$ cat config.mk
export PLATFORM = sky130hd
export DESIGN_NAME = reg_write_arbiter_flat
export DESIGN_NICKNAME = d
export VERILOG_FILES = /design/src/rtl/reg_write_arbiter_if.sv /design/src/rtl/reg_write_arbiter.sv /design/src/flat_wrapper.sv
export SDC_FILE = /design/constraint.sdc
export NUM_CORES = 1
export LEC_CHECK = 0
export CORE_ASPECT_RATIO = 2
export CORE_UTILIZATION = 45
export CTS_CLUSTER_DIAMETER = 40
export DETAILED_ROUTE_END_ITERATION = 8
export HOLD_SLACK_MARGIN = 0.1
export PLACE_DENSITY = 0.71
export SETUP_SLACK_MARGIN = 0.05
export SYNTH_ARGS = -nofsm -noshare
export SYNTH_HDL_FRONTEND = slang
export SYNTH_SLANG_ARGS = --single-unit
$ cat constraint.sdc
create_clock -name clk -period 3.78 [get_ports clk]
set_clock_uncertainty 0.1 [all_clocks]
set_input_delay 0.567 -clock clk [delete_from_list [all_inputs] [get_ports clk]]
set_output_delay 0.567 -clock clk [all_outputs]
set_load 0.01 [all_outputs]
$ cat src/rtl/reg_write_arbiter_if.sv
`default_nettype none
// ============================================================================
// Module      : reg_write_arbiter_if
// Description : Requester A/B write channels plus register-file write port
//               and busy scoreboard of the register write arbiter.
// Revision    : 1.0 - initial release
// ============================================================================
interface reg_write_arbiter_if #(
  parameter int AW = 4,
  parameter int DW = 8
);
  logic              a_valid;
  logic              a_ready;
  logic [AW-1:0]     a_addr;
  logic [DW-1:0]     a_data;
  logic              b_valid;
  logic              b_ready;
  logic [AW-1:0]     b_addr;
  logic [DW-1:0]     b_data;
  logic              wr_en;
  logic [AW-1:0]     wr_addr;
  logic [DW-1:0]     wr_data;
  logic [2**AW-1:0]  busy;
  logic              grant_b;

  // Requester / register-file side.
  modport master (
    output a_valid, a_addr, a_data, b_valid, b_addr, b_data,
    input  a_ready, b_ready, wr_en, wr_addr, wr_data, busy, grant_b
  );

  // Arbiter side.
  modport slave (
    input  a_valid, a_addr, a_data, b_valid, b_addr, b_data,
    output a_ready, b_ready, wr_en, wr_addr, wr_data, busy, grant_b
  );
endinterface
`default_nettype wire

$ cat src/rtl/reg_write_arbiter.sv
`default_nettype none
// ============================================================================
// Module      : reg_write_arbiter
// Description : Two per-requester FIFOs (A = ALU writeback, B = load unit)
//               merged round-robin onto one registered register-file write
//               port, with a per-register busy scoreboard.
// Revision    : 1.0 - initial release
// ============================================================================
module reg_write_arbiter #(
  parameter int AW    = 4,
  parameter int DW    = 8,
  parameter int DEPTH = 2
) (
  input  wire logic         clk,
  input  wire logic         reset,
  reg_write_arbiter_if.slave bus
);

  localparam int PW = $clog2(DEPTH);
  localparam int CW = $clog2(DEPTH + 1);

  typedef enum logic {
    RR_A = 1'b0,
    RR_B = 1'b1
  } rr_e;

  // Index 0 is requester A, index 1 is requester B.
  logic [AW-1:0]    addr_mem_q [2][DEPTH];
  logic [DW-1:0]    data_mem_q [2][DEPTH];
  logic [PW-1:0]    wptr_q     [2];
  logic [PW-1:0]    rptr_q     [2];
  logic [CW-1:0]    cnt_q      [2];

  rr_e              rr_q, rr_d;
  logic             wr_en_q;
  logic [AW-1:0]    wr_addr_q;
  logic [DW-1:0]    wr_data_q;
  logic             grant_b_q;

  logic [AW-1:0]    w_in_addr  [2];
  logic [DW-1:0]    w_in_data  [2];
  logic [1:0]       w_ready;
  logic [1:0]       w_push;
  logic [1:0]       w_head;
  logic [1:0]       w_pop;
  logic             w_grant;
  logic             w_sel;
  logic [2**AW-1:0] w_busy;

  // Requester inputs, readiness from registered occupancy only, and push strobes.
  always_comb begin
    w_in_addr[0] = bus.a_addr;
    w_in_data[0] = bus.a_data;
    w_in_addr[1] = bus.b_addr;
    w_in_data[1] = bus.b_data;
    for (int i = 0; i < 2; i++) begin
      w_ready[i] = !reset && (cnt_q[i] != CW'(DEPTH));
      w_head[i]  = (cnt_q[i] != '0);
    end
    w_push[0] = bus.a_valid & w_ready[0];
    w_push[1] = bus.b_valid & w_ready[1];
  end

  // Round-robin grant: contention goes to the pointer side, pointer then flips.
  always_comb begin
    w_grant = 1'b0;
    w_sel   = 1'b0;
    rr_d    = rr_q;
    if (w_head[0] && w_head[1]) begin
      w_grant = 1'b1;
      w_sel   = (rr_q == RR_B);
    end else if (w_head[0]) begin
      w_grant = 1'b1;
      w_sel   = 1'b0;
    end else if (w_head[1]) begin
      w_grant = 1'b1;
      w_sel   = 1'b1;
    end
    if (w_grant) begin
      rr_d = w_sel ? RR_A : RR_B;
    end
    w_pop[0] = w_grant & ~w_sel;
    w_pop[1] = w_grant &  w_sel;
  end

  // Round-robin pointer register.
  always_ff @(posedge clk) begin
    if (reset) begin
      rr_q <= RR_A;
    end else begin
      rr_q <= rr_d;
    end
  end

  // FIFO payload storage; contents are only meaningful inside the occupancy window.
  always_ff @(posedge clk) begin
    for (int i = 0; i < 2; i++) begin
      if (w_push[i]) begin
        addr_mem_q[i][wptr_q[i]] <= w_in_addr[i];
        data_mem_q[i][wptr_q[i]] <= w_in_data[i];
      end
    end
  end

  // FIFO pointers wrap naturally (power-of-two depth); count tracks push minus pop.
  always_ff @(posedge clk) begin
    if (reset) begin
      for (int i = 0; i < 2; i++) begin
        wptr_q[i] <= '0;
        rptr_q[i] <= '0;
        cnt_q[i]  <= '0;
      end
    end else begin
      for (int i = 0; i < 2; i++) begin
        if (w_push[i]) wptr_q[i] <= wptr_q[i] + PW'(1);
        if (w_pop[i])  rptr_q[i] <= rptr_q[i] + PW'(1);
        cnt_q[i] <= cnt_q[i] + CW'(w_push[i]) - CW'(w_pop[i]);
      end
    end
  end

  // Registered write port: the granted head loads on the edge it pops.
  always_ff @(posedge clk) begin
    if (reset) begin
      wr_en_q   <= 1'b0;
      wr_addr_q <= '0;
      wr_data_q <= '0;
      grant_b_q <= 1'b0;
    end else begin
      wr_en_q <= w_grant;
      if (w_grant) begin
        wr_addr_q <= addr_mem_q[w_sel][rptr_q[w_sel]];
        wr_data_q <= data_mem_q[w_sel][rptr_q[w_sel]];
        grant_b_q <= w_sel;
      end
    end
  end

  // Busy scoreboard: every live FIFO entry plus the beat currently on wr_*.
  always_comb begin
    w_busy = '0;
    for (int i = 0; i < 2; i++) begin
      for (int k = 0; k < DEPTH; k++) begin
        if (CW'(k) < cnt_q[i]) begin
          w_busy[addr_mem_q[i][rptr_q[i] + PW'(k)]] = 1'b1;
        end
      end
    end
    if (wr_en_q) begin
      w_busy[wr_addr_q] = 1'b1;
    end
    if (reset) begin
      w_busy = '0;
    end
  end

  assign bus.a_ready = w_ready[0];
  assign bus.b_ready = w_ready[1];
  assign bus.wr_en   = wr_en_q;
  assign bus.wr_addr = wr_addr_q;
  assign bus.wr_data = wr_data_q;
  assign bus.grant_b = grant_b_q;
  assign bus.busy    = w_busy;

endmodule
`default_nettype wire

$ cat src/flat_wrapper.sv
// flat-port wrapper written by rule: the top's interface ports become plain ports
module reg_write_arbiter_flat 
#(
  parameter int AW    = 4,
  parameter int DW    = 8,
  parameter int DEPTH = 2
)
  (clk, reset, bus_a_valid, bus_a_addr, bus_a_data, bus_b_valid, bus_b_addr, bus_b_data, bus_a_ready, bus_b_ready, bus_wr_en, bus_wr_addr, bus_wr_data, bus_busy, bus_grant_b);
  reg_write_arbiter_if #(.AW(AW), .DW(DW)) bus_i ();
  input  wire logic clk;
  input  wire logic reset;
  input wire logic [$bits(bus_i.a_valid)-1:0] bus_a_valid;
  input wire logic [$bits(bus_i.a_addr)-1:0] bus_a_addr;
  input wire logic [$bits(bus_i.a_data)-1:0] bus_a_data;
  input wire logic [$bits(bus_i.b_valid)-1:0] bus_b_valid;
  input wire logic [$bits(bus_i.b_addr)-1:0] bus_b_addr;
  input wire logic [$bits(bus_i.b_data)-1:0] bus_b_data;
  output wire logic [$bits(bus_i.a_ready)-1:0] bus_a_ready;
  output wire logic [$bits(bus_i.b_ready)-1:0] bus_b_ready;
  output wire logic [$bits(bus_i.wr_en)-1:0] bus_wr_en;
  output wire logic [$bits(bus_i.wr_addr)-1:0] bus_wr_addr;
  output wire logic [$bits(bus_i.wr_data)-1:0] bus_wr_data;
  output wire logic [$bits(bus_i.busy)-1:0] bus_busy;
  output wire logic [$bits(bus_i.grant_b)-1:0] bus_grant_b;
  assign bus_i.a_valid = bus_a_valid;
  assign bus_i.a_addr = bus_a_addr;
  assign bus_i.a_data = bus_a_data;
  assign bus_i.b_valid = bus_b_valid;
  assign bus_i.b_addr = bus_b_addr;
  assign bus_i.b_data = bus_b_data;
  assign bus_a_ready = bus_i.a_ready;
  assign bus_b_ready = bus_i.b_ready;
  assign bus_wr_en = bus_i.wr_en;
  assign bus_wr_addr = bus_i.wr_addr;
  assign bus_wr_data = bus_i.wr_data;
  assign bus_busy = bus_i.busy;
  assign bus_grant_b = bus_i.grant_b;
  reg_write_arbiter #(.AW(AW), .DW(DW), .DEPTH(DEPTH)) u_core (.clk(clk), .reset(reset), .bus(bus_i));
endmodule
==> impl_metrics.json, run 1 <==
{
  "gp_congestion": 0.961,
  "worst_pin_slew_ns": 0.908,
  "antenna_found_initial": 0,
  "whs_path_depth": 2,
  "grt_setup_unrepaired": "false",
  "drive_gt1_share_pct": 13.1,
  "synth_top_area_cell": "edfxtp_1",
  "synth.area.top_cells": "edfxtp_1, dfxtp_1, mux2i_1",
  "first_global_vias": 3342,
  "endpoint_kind": "output pin",
  "drt_wl_total_um": 11100,
  "min_period_ns": 3.51,
  "ant_nets": 0,
  "die-area_mm2": 0.00952,
  "grt_pass1_wl_um": 17400,
  "viasPerCell": 6.18,
  "synthCells": 388,
  "syn_area_per_cell_um2": 10.6,
  "yosysSeqAreaShare_pct": 47.4,
  "clock_latency_ns": 0.33,
  "start_kind": "register",
  "ios": 60,
  "synth_top_area_share_pct": 38.1,
  "p_total_w": 0.00334,
  "tritoncts": "built",
  "worstPathRequired_ns": 3.11,
  "syn_nets": 420,
  "clock_tree.buffer_depth": 2,
  "drcViolationCount": 0,
  "clk_pin_slew_ns": 0.06,
  "cts-buffers-inserted": 9,
  "maxCapViolations": 0,
  "yosysWarnings": 0,
  "timing.slew.headroom_pct": 39.3,
  "netlist_area_mm2": 0.00410,
  "cts_resized": 0,
  "postLayoutCellArea_mm2": 0.00499,
  "hold_slack_ns": 0.357,
  "outcome": "finished clean",
  "met1_usage_pct": 23.5,
  "r2r_cells": 8,
  "post-dp-hpwl_um": 8270,
  "cts-hold-fix-buffers": 0,
  "overflow": 0,
  "fmax_ghz": 0.285,
  "async_reset_ff_share_pct": 0,
  "grtUsageTotal_pct": 24.2,
  "diodes": 0,
  "cts_setup_buffers": 0,
  "clock_sinks": 71,
  "cp_max_fo": 21,
  "port_buffers": 59,
  "maxSlewViolCount": 0,
  "busiest_layer": "met2",
  "synth-main-ff-cell": "edfxtp_1",
  "first_iter_violations": 300,
  "synth-edff-count": 52,
  "synth.most_common_cell": "edfxtp_1",
  "first_pass_iters": 5,
  "die_h_um": 137,
  "ys_ff_latch": 71,
  "layout.nets": 471,
  "start_util_pct": 47.1,
  "die_x_um": 69.5,
  "power_density_mw_per_mm2": 670,
  "worst-setup-path-type": "reg -> out",
  "fin_setup_tns_ns": 0,
  "syn_to_final_growth_pct": 21.7,
  "synth_cell_type_count": 62,
  "grt_max_degree": 24,
  "fin_crit_sh_pct": 92.9,
  "cp_data_arrival_time_ns": 2.85,
  "use_met2_pct": 44.6,
  "reg2reg_slack_ns": 1.38,
  "routedWlPerCell_um": 20.3,
  "dp_slack_ns": 0.658,
  "placed_area_mm2": 0.00470,
  "use_met3_pct": 3.76,
  "std_cell_rows": 48,
  "htreeDepth": 3,
  "hold_path.class": "reg -> reg",
  "p_leak_nw": 1.67,
  "vias": 3360,
  "synthTopCellsByCount": "edfxtp_1, a21oi_1, nand2_1, mux2i_1, nor2_1",
  "hold_viol": 0,
  "worst_slack_ns": 0.268,
  "core_region_area_mm2": 0.00871,
  "setup_viol": 0,
  "clock-root-buffer": "clkbuf_16",
  "ir_drop_mv": 0.490
}
final timing paths:
kind                                       startpoint                     to
worst max-delay path                 u_core.rptr_q[1]           bus_busy[10]
worst min-delay path            u_core.bus.wr_data[4]  u_core.bus.wr_data[4]
worst max register to register     u_core.cnt_q[0][3]     u_core.cnt_q[0][1]
worst min register to register  u_core.bus.wr_data[4]  u_core.bus.wr_data[4]
logic make-up (layout without fill, tap and decap cells):
family,after synthesis,after routing,share of synthesized area (%)
and+or+nand+nor,139,139,19.0
xor gates and xnor gates,4,4,0.855
AOI/OAI and AO/OA,98,98,16.6
adders and majority gates,4,4,1.22
muxes,37,37,9.77
DFF,71,71,47.4
buffers and inverters,35,91,5.10
placed cells by master, fill, tap and decap left out, types with 9 or more instances in the layout:
master / n
dfxtp_1: 19
mux2i_1: 21
clkbuf_16: 9
a22oi_1: 12
mux2_2: 13
nand3_1: 18
nand2_1: 32
o211ai_1: 10
a21oi_1: 33
nand2b_1: 14
edfxtp_1: 52
nor3_1: 10
nor2_1: 20
buf_4: 9
clkdlybuf4s50_1: 59
final cells by class:
class,count,area (um2)
fill,723,3720
multi-input combinational,282,1950
sequential,71,1940
timing repair buffer,68,658
clock buffer,10,229
tap,100,125
clock inverter,6,61.3
inverter,7,26.3
metrics by stage:
step	cells	util, %
detailed placement	528	54.0
CTS	544	57.3
global placement	528	54.0
floorplan	388	-
global route	544	57.3
finish	544	57.3
sequential cells by signal, indices dropped and copies added, names as in the netlist:
register	cells
u_core.bus.wr_data	8
u_core.bus.wr_addr	4
u_core.data_mem_q	32
u_core.wptr_q	2
u_core.addr_mem_q	16
u_core.bus.wr_en	1
u_core.rr_q	1
u_core.bus.grant_b	1
u_core.cnt_q	4
u_core.rptr_q	2
critical path, cell delays in order (launching register included):
cell and delay, ns:
edfxtp_1 0.81, buf_4 0.31, mux2i_1 0.45, a22oi_1 0.16, a31oi_1 0.20, clkdlybuf4s50_1 0.58
metal layers:
layer,up-vias,share of wire (%)
met5,-,0
met3,47,4.3
met4,0,7.1
li1,1579,-
met1,1592,34
met2,142,54
power breakdown:
| part | total [W] | switching [W] | internal (W) | leakage, nW |
|---|---|---|---|---|
| combinational | 0.00136 | 0.000743 | 0.000619 | 0.900 |
| sequential | 0.00118 | 0.000199 | 0.000981 | 0.639 |
| clock | 0.000800 | 0.000294 | 0.000506 | 0.134 |
| total | 0.00334 | 0.00124 | 0.00211 | 1.67 |
No activity file was read; power rests on OpenSTA's default activity.
==> inputs of run 2 (changes only) <==
--- a/config.mk
+++ b/config.mk
@@ -6,11 +6,11 @@
 export NUM_CORES = 1
 export LEC_CHECK = 0
 export CORE_ASPECT_RATIO = 2
-export CORE_UTILIZATION = 45
+export CORE_UTILIZATION = 59
 export CTS_CLUSTER_DIAMETER = 40
 export DETAILED_ROUTE_END_ITERATION = 8
 export HOLD_SLACK_MARGIN = 0.1
-export PLACE_DENSITY = 0.71
+export PLACE_DENSITY = 0.89
 export SETUP_SLACK_MARGIN = 0.05
 export SYNTH_ARGS = -nofsm -noshare
 export SYNTH_HDL_FRONTEND = slang
==> impl_metrics.json, run 2 (synthesis gave the netlist of run 1 again) <==
{
  "ir_drop_mv": 0.524,
  "grt_max_degree": 27,
  "grt_pass1_wl_um": 17300,
  "cts-hold-fix-buffers": 0,
  "start_kind": "register",
  "cp_data_arrival_time_ns": 2.96,
  "vias": 3486,
  "largest_register_ffs": 32,
  "tritoncts": "built",
  "outcome": "finished clean",
  "port_buffers": 59,
  "gp_congestion": 0.893,
  "layout.nets": 468,
  "die_h_um": 120,
  "met1_usage_pct": 34.8,
  "core_region_area_mm2": 0.00667,
  "hold_viol": 0,
  "postLayoutCellArea_mm2": 0.00499,
  "min_period_ns": 3.63,
  "cp_max_fo": 26,
  "cp_num_cells": 5,
  "worst-path-buf-inv": 1,
  "clock_sinks": 71,
  "hold_end": "u_core.bus.wr_data[4]",
  "clock_latency_ns": 0.33,
  "cpMaxStageDelayCell": "edfxtp_1",
  "drive_gt1_share_pct": 12.5,
  "first_pass_iters": 8,
  "syn_to_final_growth_pct": 21.7,
  "first_global_vias": 3343,
  "use_met3_pct": 7.87,
  "die_x_um": 60.9,
  "power_density_mw_per_mm2": 688,
  "viasPerCell": 6.59,
  "std_cell_rows": 42,
  "worst_pin_slew_ns": 0.833,
  "antenna_found_initial": 0,
  "clock_tree.buffer_depth": 2,
  "p_leak_nw": 1.68,
  "routedWlPerCell_um": 20.5,
  "fmax_ghz": 0.275,
  "grt_setup_unrepaired": "false",
  "busiest_layer": "met2",
  "hold_start": "u_core.bus.wr_data[4]",
  "first_iter_violations": 515,
  "overflow": 0,
  "endpoint_kind": "output pin",
  "place_inst": 513,
  "worst-setup-path-type": "reg -> out",
  "critPathMaxStageDelay_ns": 0.85,
  "whs_path_depth": 2,
  "fin_setup_tns_ns": 0,
  "mostFrequentLayoutCells": "clkdlybuf4s50_1, edfxtp_1, a21oi_1",
  "placed_area_mm2": 0.00467,
  "diodes": 0,
  "grtUsageTotal_pct": 33.5,
  "use_met2_pct": 55.3,
  "layout_commonest_cell": "clkdlybuf4s50_1",
  "maxSlewViolCount": 0,
  "fin_crit_sh_pct": 96.1,
  "reg2reg_slack_ns": 1.36,
  "clock-root-buffer": "clkbuf_16",
  "worstPathRequired_ns": 3.11,
  "r2r-start": "u_core.cnt_q[0][3]",
  "ant_nets": 0,
  "die-area_mm2": 0.00730,
  "drcViolationCount": 0,
  "critPathLaunch": "u_core.rptr_q[0]",
  "final_util_pct": 74.7,
  "drt_wl_total_um": 10800,
  "cts-buffers-inserted": 9,
  "setup_viol": 0,
  "instances_no_fill": 529,
  "maxCapViolations": 0,
  "clk_pin_slew_ns": 0.05,
  "htreeDepth": 3,
  "hold_path.class": "reg -> reg",
  "start_util_pct": 61.4,
  "worstPathCellList": "mux2i_1 > nor3b_2 > a222oi_1 > a21oi_1 > clkdlybuf4s50_1",
  "ios": 60,
  "timing.slew.headroom_pct": 44.4,
  "r2r_cells": 8,
  "worst_path_dominant_cell_family": "flip-flops",
  "post-dp-hpwl_um": 7570,
  "r2r-end": "u_core.cnt_q[0][1]"
}
## run 2: cell count changes in the layout (fill, tap and decap cells not counted), sizes merged
cell and delta:
buf -3, clkinvlp -2, bufinv +1, clkbuf +1
## run 2: cell type report
type	count	area [um2]
Clock buffer	11	233
Tap cell	88	110
Multi-Input combinational cell	282	1960
Clock inverter	5	72.6
Timing Repair Buffer	65	648
Fill cell	477	1690
Inverter	7	26.3
Sequential cell	71	1940
## run 2: timing repair
item,in CTS,in global routing
resized for setup,0,1
endpoints found under the hold margin,0,0
endpoints found under the setup margin,0,3
buffers inserted,0,0
## run 2: worst max path at each step
stage,end
detailed placement,bus_busy[11]
global route,bus_busy[10]
floorplan,u_core.addr_mem_q[0][4]
global placement,bus_busy[11]
CTS,bus_busy[11]
finish,bus_busy[11]
## run 2: power breakdown
group | internal [W] | switching, W
Combinational | 0.000622 | 0.000762
Clock | 0.000571 | 0.000280
Sequential | 0.000982 | 0.000211
## run 2: layer usage
metal / wire length [um] / up-vias
met3: 732 / 61
li1: - / 1572
met2: 5730 / 222
met1: 3550 / 1631
met4: 814 / 0
met5: 0 / -
## run 2: tightest hold or removal path: stages (launching register included)
cell	delay [ns]
dfxtp_1	0.31
nand2_1	0.05
a21oi_1	0.05
## run 2: stage by stage
stage          power, W  worst slack (ns)  hold WS [ns]
4_1_cts         0.00340             0.261         0.362
3_5_place_dp    0.00253             0.612         0.348
2_1_floorplan   0.00216              1.58         0.364
5_1_grt         0.00359            0.0528         0.385
3_3_place_gp    0.00248             0.674         0.347
6_report        0.00343             0.148         0.359
==> inputs of run 3 (changes only) <==
--- a/config.mk
+++ b/config.mk
@@ -6,6 +6,7 @@
 export NUM_CORES = 1
 export LEC_CHECK = 0
 export CORE_ASPECT_RATIO = 2
+export CORE_MARGIN = 8
 export CORE_UTILIZATION = 59
 export CTS_CLUSTER_DIAMETER = 40
 export DETAILED_ROUTE_END_ITERATION = 8
==> impl_metrics.json, run 3 (synthesis gave the netlist of run 1 again) <==
{
  "outcome": "finished clean",
  "start_kind": "register",
  "instances_no_fill": 532,
  "fillers": 479,
  "first_iter_violations": 339,
  "p_total_w": 0.00357,
  "die_h_um": 134,
  "layout.nets": 469,
  "clock-root-buffer": "clkbuf_16",
  "cts-hold-fix-buffers": 0,
  "first_pass_iters": 5,
  "multiInputGateArea_mm2": 0.00195,
  "largest_register_ffs": 32,
  "power_density_mw_per_mm2": 708,
  "clock_latency_ns": 0.33,
  "ios": 60,
  "diodes": 0,
  "fin_crit_sh_pct": 94.0,
  "gp_congestion": 0.961,
  "routedWlPerCell_um": 20.6,
  "ant_nets": 0,
  "post-dp-hpwl_um": 7820,
  "fin_setup_tns_ns": 0,
  "clock_tree.buffer_depth": 2,
  "cts_resized": 0,
  "syn_to_final_growth_pct": 23.1,
  "overflow": 0,
  "clock_sinks": 71,
  "p_leak_nw": 1.71,
  "die_x_um": 74.9,
  "timing.slew.headroom_pct": 47.6,
  "clk_pin_slew_ns": 0.06,
  "hold_viol": 0,
  "first_global_vias": 3303,
  "drive_gt1_share_pct": 12.9,
  "cts-buffers-inserted": 9,
  "mostFrequentLayoutCells": "clkdlybuf4s50_1, edfxtp_1, a21oi_1",
  "cpMaxStageDelayCell": "edfxtp_1",
  "min_period_ns": 3.55,
  "tritoncts": "built",
  "hold_path.class": "reg -> reg",
  "setup_viol": 0,
  "worst-setup-path-type": "reg -> out",
  "grt_setup_unrepaired": "false",
  "drt_wl_total_um": 11000,
  "endpoint_kind": "output pin",
  "vias": 3389,
  "viasPerCell": 6.37,
  "htreeDepth": 3,
  "worstPathCellList": "mux2i_1 > nor3b_2 > a22oi_1 > a31oi_1 > clkdlybuf4s50_1",
  "core_region_area_mm2": 0.00683,
  "die-area_mm2": 0.0100,
  "worst_pin_slew_ns": 0.785,
  "cp_data_arrival_time_ns": 2.89,
  "grt_max_degree": 44,
  "critPathMaxStageDelay_ns": 0.86,
  "maxSlewViolCount": 0,
  "regArea_mm2": 0.00194,
  "cp_max_fo": 27,
  "worstPathRequired_ns": 3.11,
  "std_cell_rows": 43,
  "grtUsageTotal_pct": 22.6,
  "antenna_found_initial": 0,
  "ir_drop_mv": 0.562,
  "cts_setup_buffers": 0,
  "layout_commonest_cell": "clkdlybuf4s50_1",
  "grt_pass1_wl_um": 17000,
  "place_inst": 516,
  "start_util_pct": 60.0,
  "port_buffers": 59,
  "drcViolationCount": 0,
  "maxCapViolations": 0,
  "fmax_ghz": 0.282
}
[run 3: per-layer routing]
layer,vias to the layer above,share of wire (%),global-route usage (%)
met5,-,0,0
li1,1576,-,-
met1,1597,36,24.0
met4,0,6.7,17.6
met2,164,51,36.7
met3,52,5.6,4.86
[run 3: per-stage QoR]
stage               hold WS (ns)  setup slack, ns  instance area, um2  utilization (%)
floorplan                  0.364             1.58                4100                -
global placement           0.341            0.666                4680             68.6
detailed placement         0.347            0.612                4680             68.6
CTS                        0.364            0.250                5050             73.9
global route               0.377            0.112                5050             73.9
finish                     0.364            0.228                5050             73.9
[run 3: area by class of cell]
class / instances / share of cell area (%)
multi-input combinational: 282 / 38.6
sequential: 71 / 38.5
timing repair buffer: 66 / 13.0
clock buffer: 10 / 4.54
clock inverter: 6 / 2.63
tap: 90 / 2.23
inverter: 7 / 0.521
[run 3: final timing paths]
path                         startpoint                    end  slack [ns]  cells past startpoint
setup reg to reg     u_core.cnt_q[0][3]     u_core.cnt_q[0][0]        1.48                      7
hold / removal    u_core.bus.wr_data[4]  u_core.bus.wr_data[4]        0.36                      2
setup / recovery       u_core.rptr_q[0]           bus_busy[10]        0.23                      5
hold reg to reg   u_core.bus.wr_data[4]  u_core.bus.wr_data[4]        0.36                      2
[run 3: power by group]
group	internal (W)	switching, W	leakage [nW]	total, W
Clock	0.000710	0.000302	0.174	0.00101
Combinational	0.000623	0.000746	0.895	0.00137
Sequential	0.000981	0.000210	0.639	0.00119
[run 3: worst max-delay path: cells and delay by family (launching register included)]
family          cells  cell delay, ns
compound gates      2            0.34
simple gates        1            0.38
buf+inv             1            0.55
flops               1            0.86
mux                 1            0.41
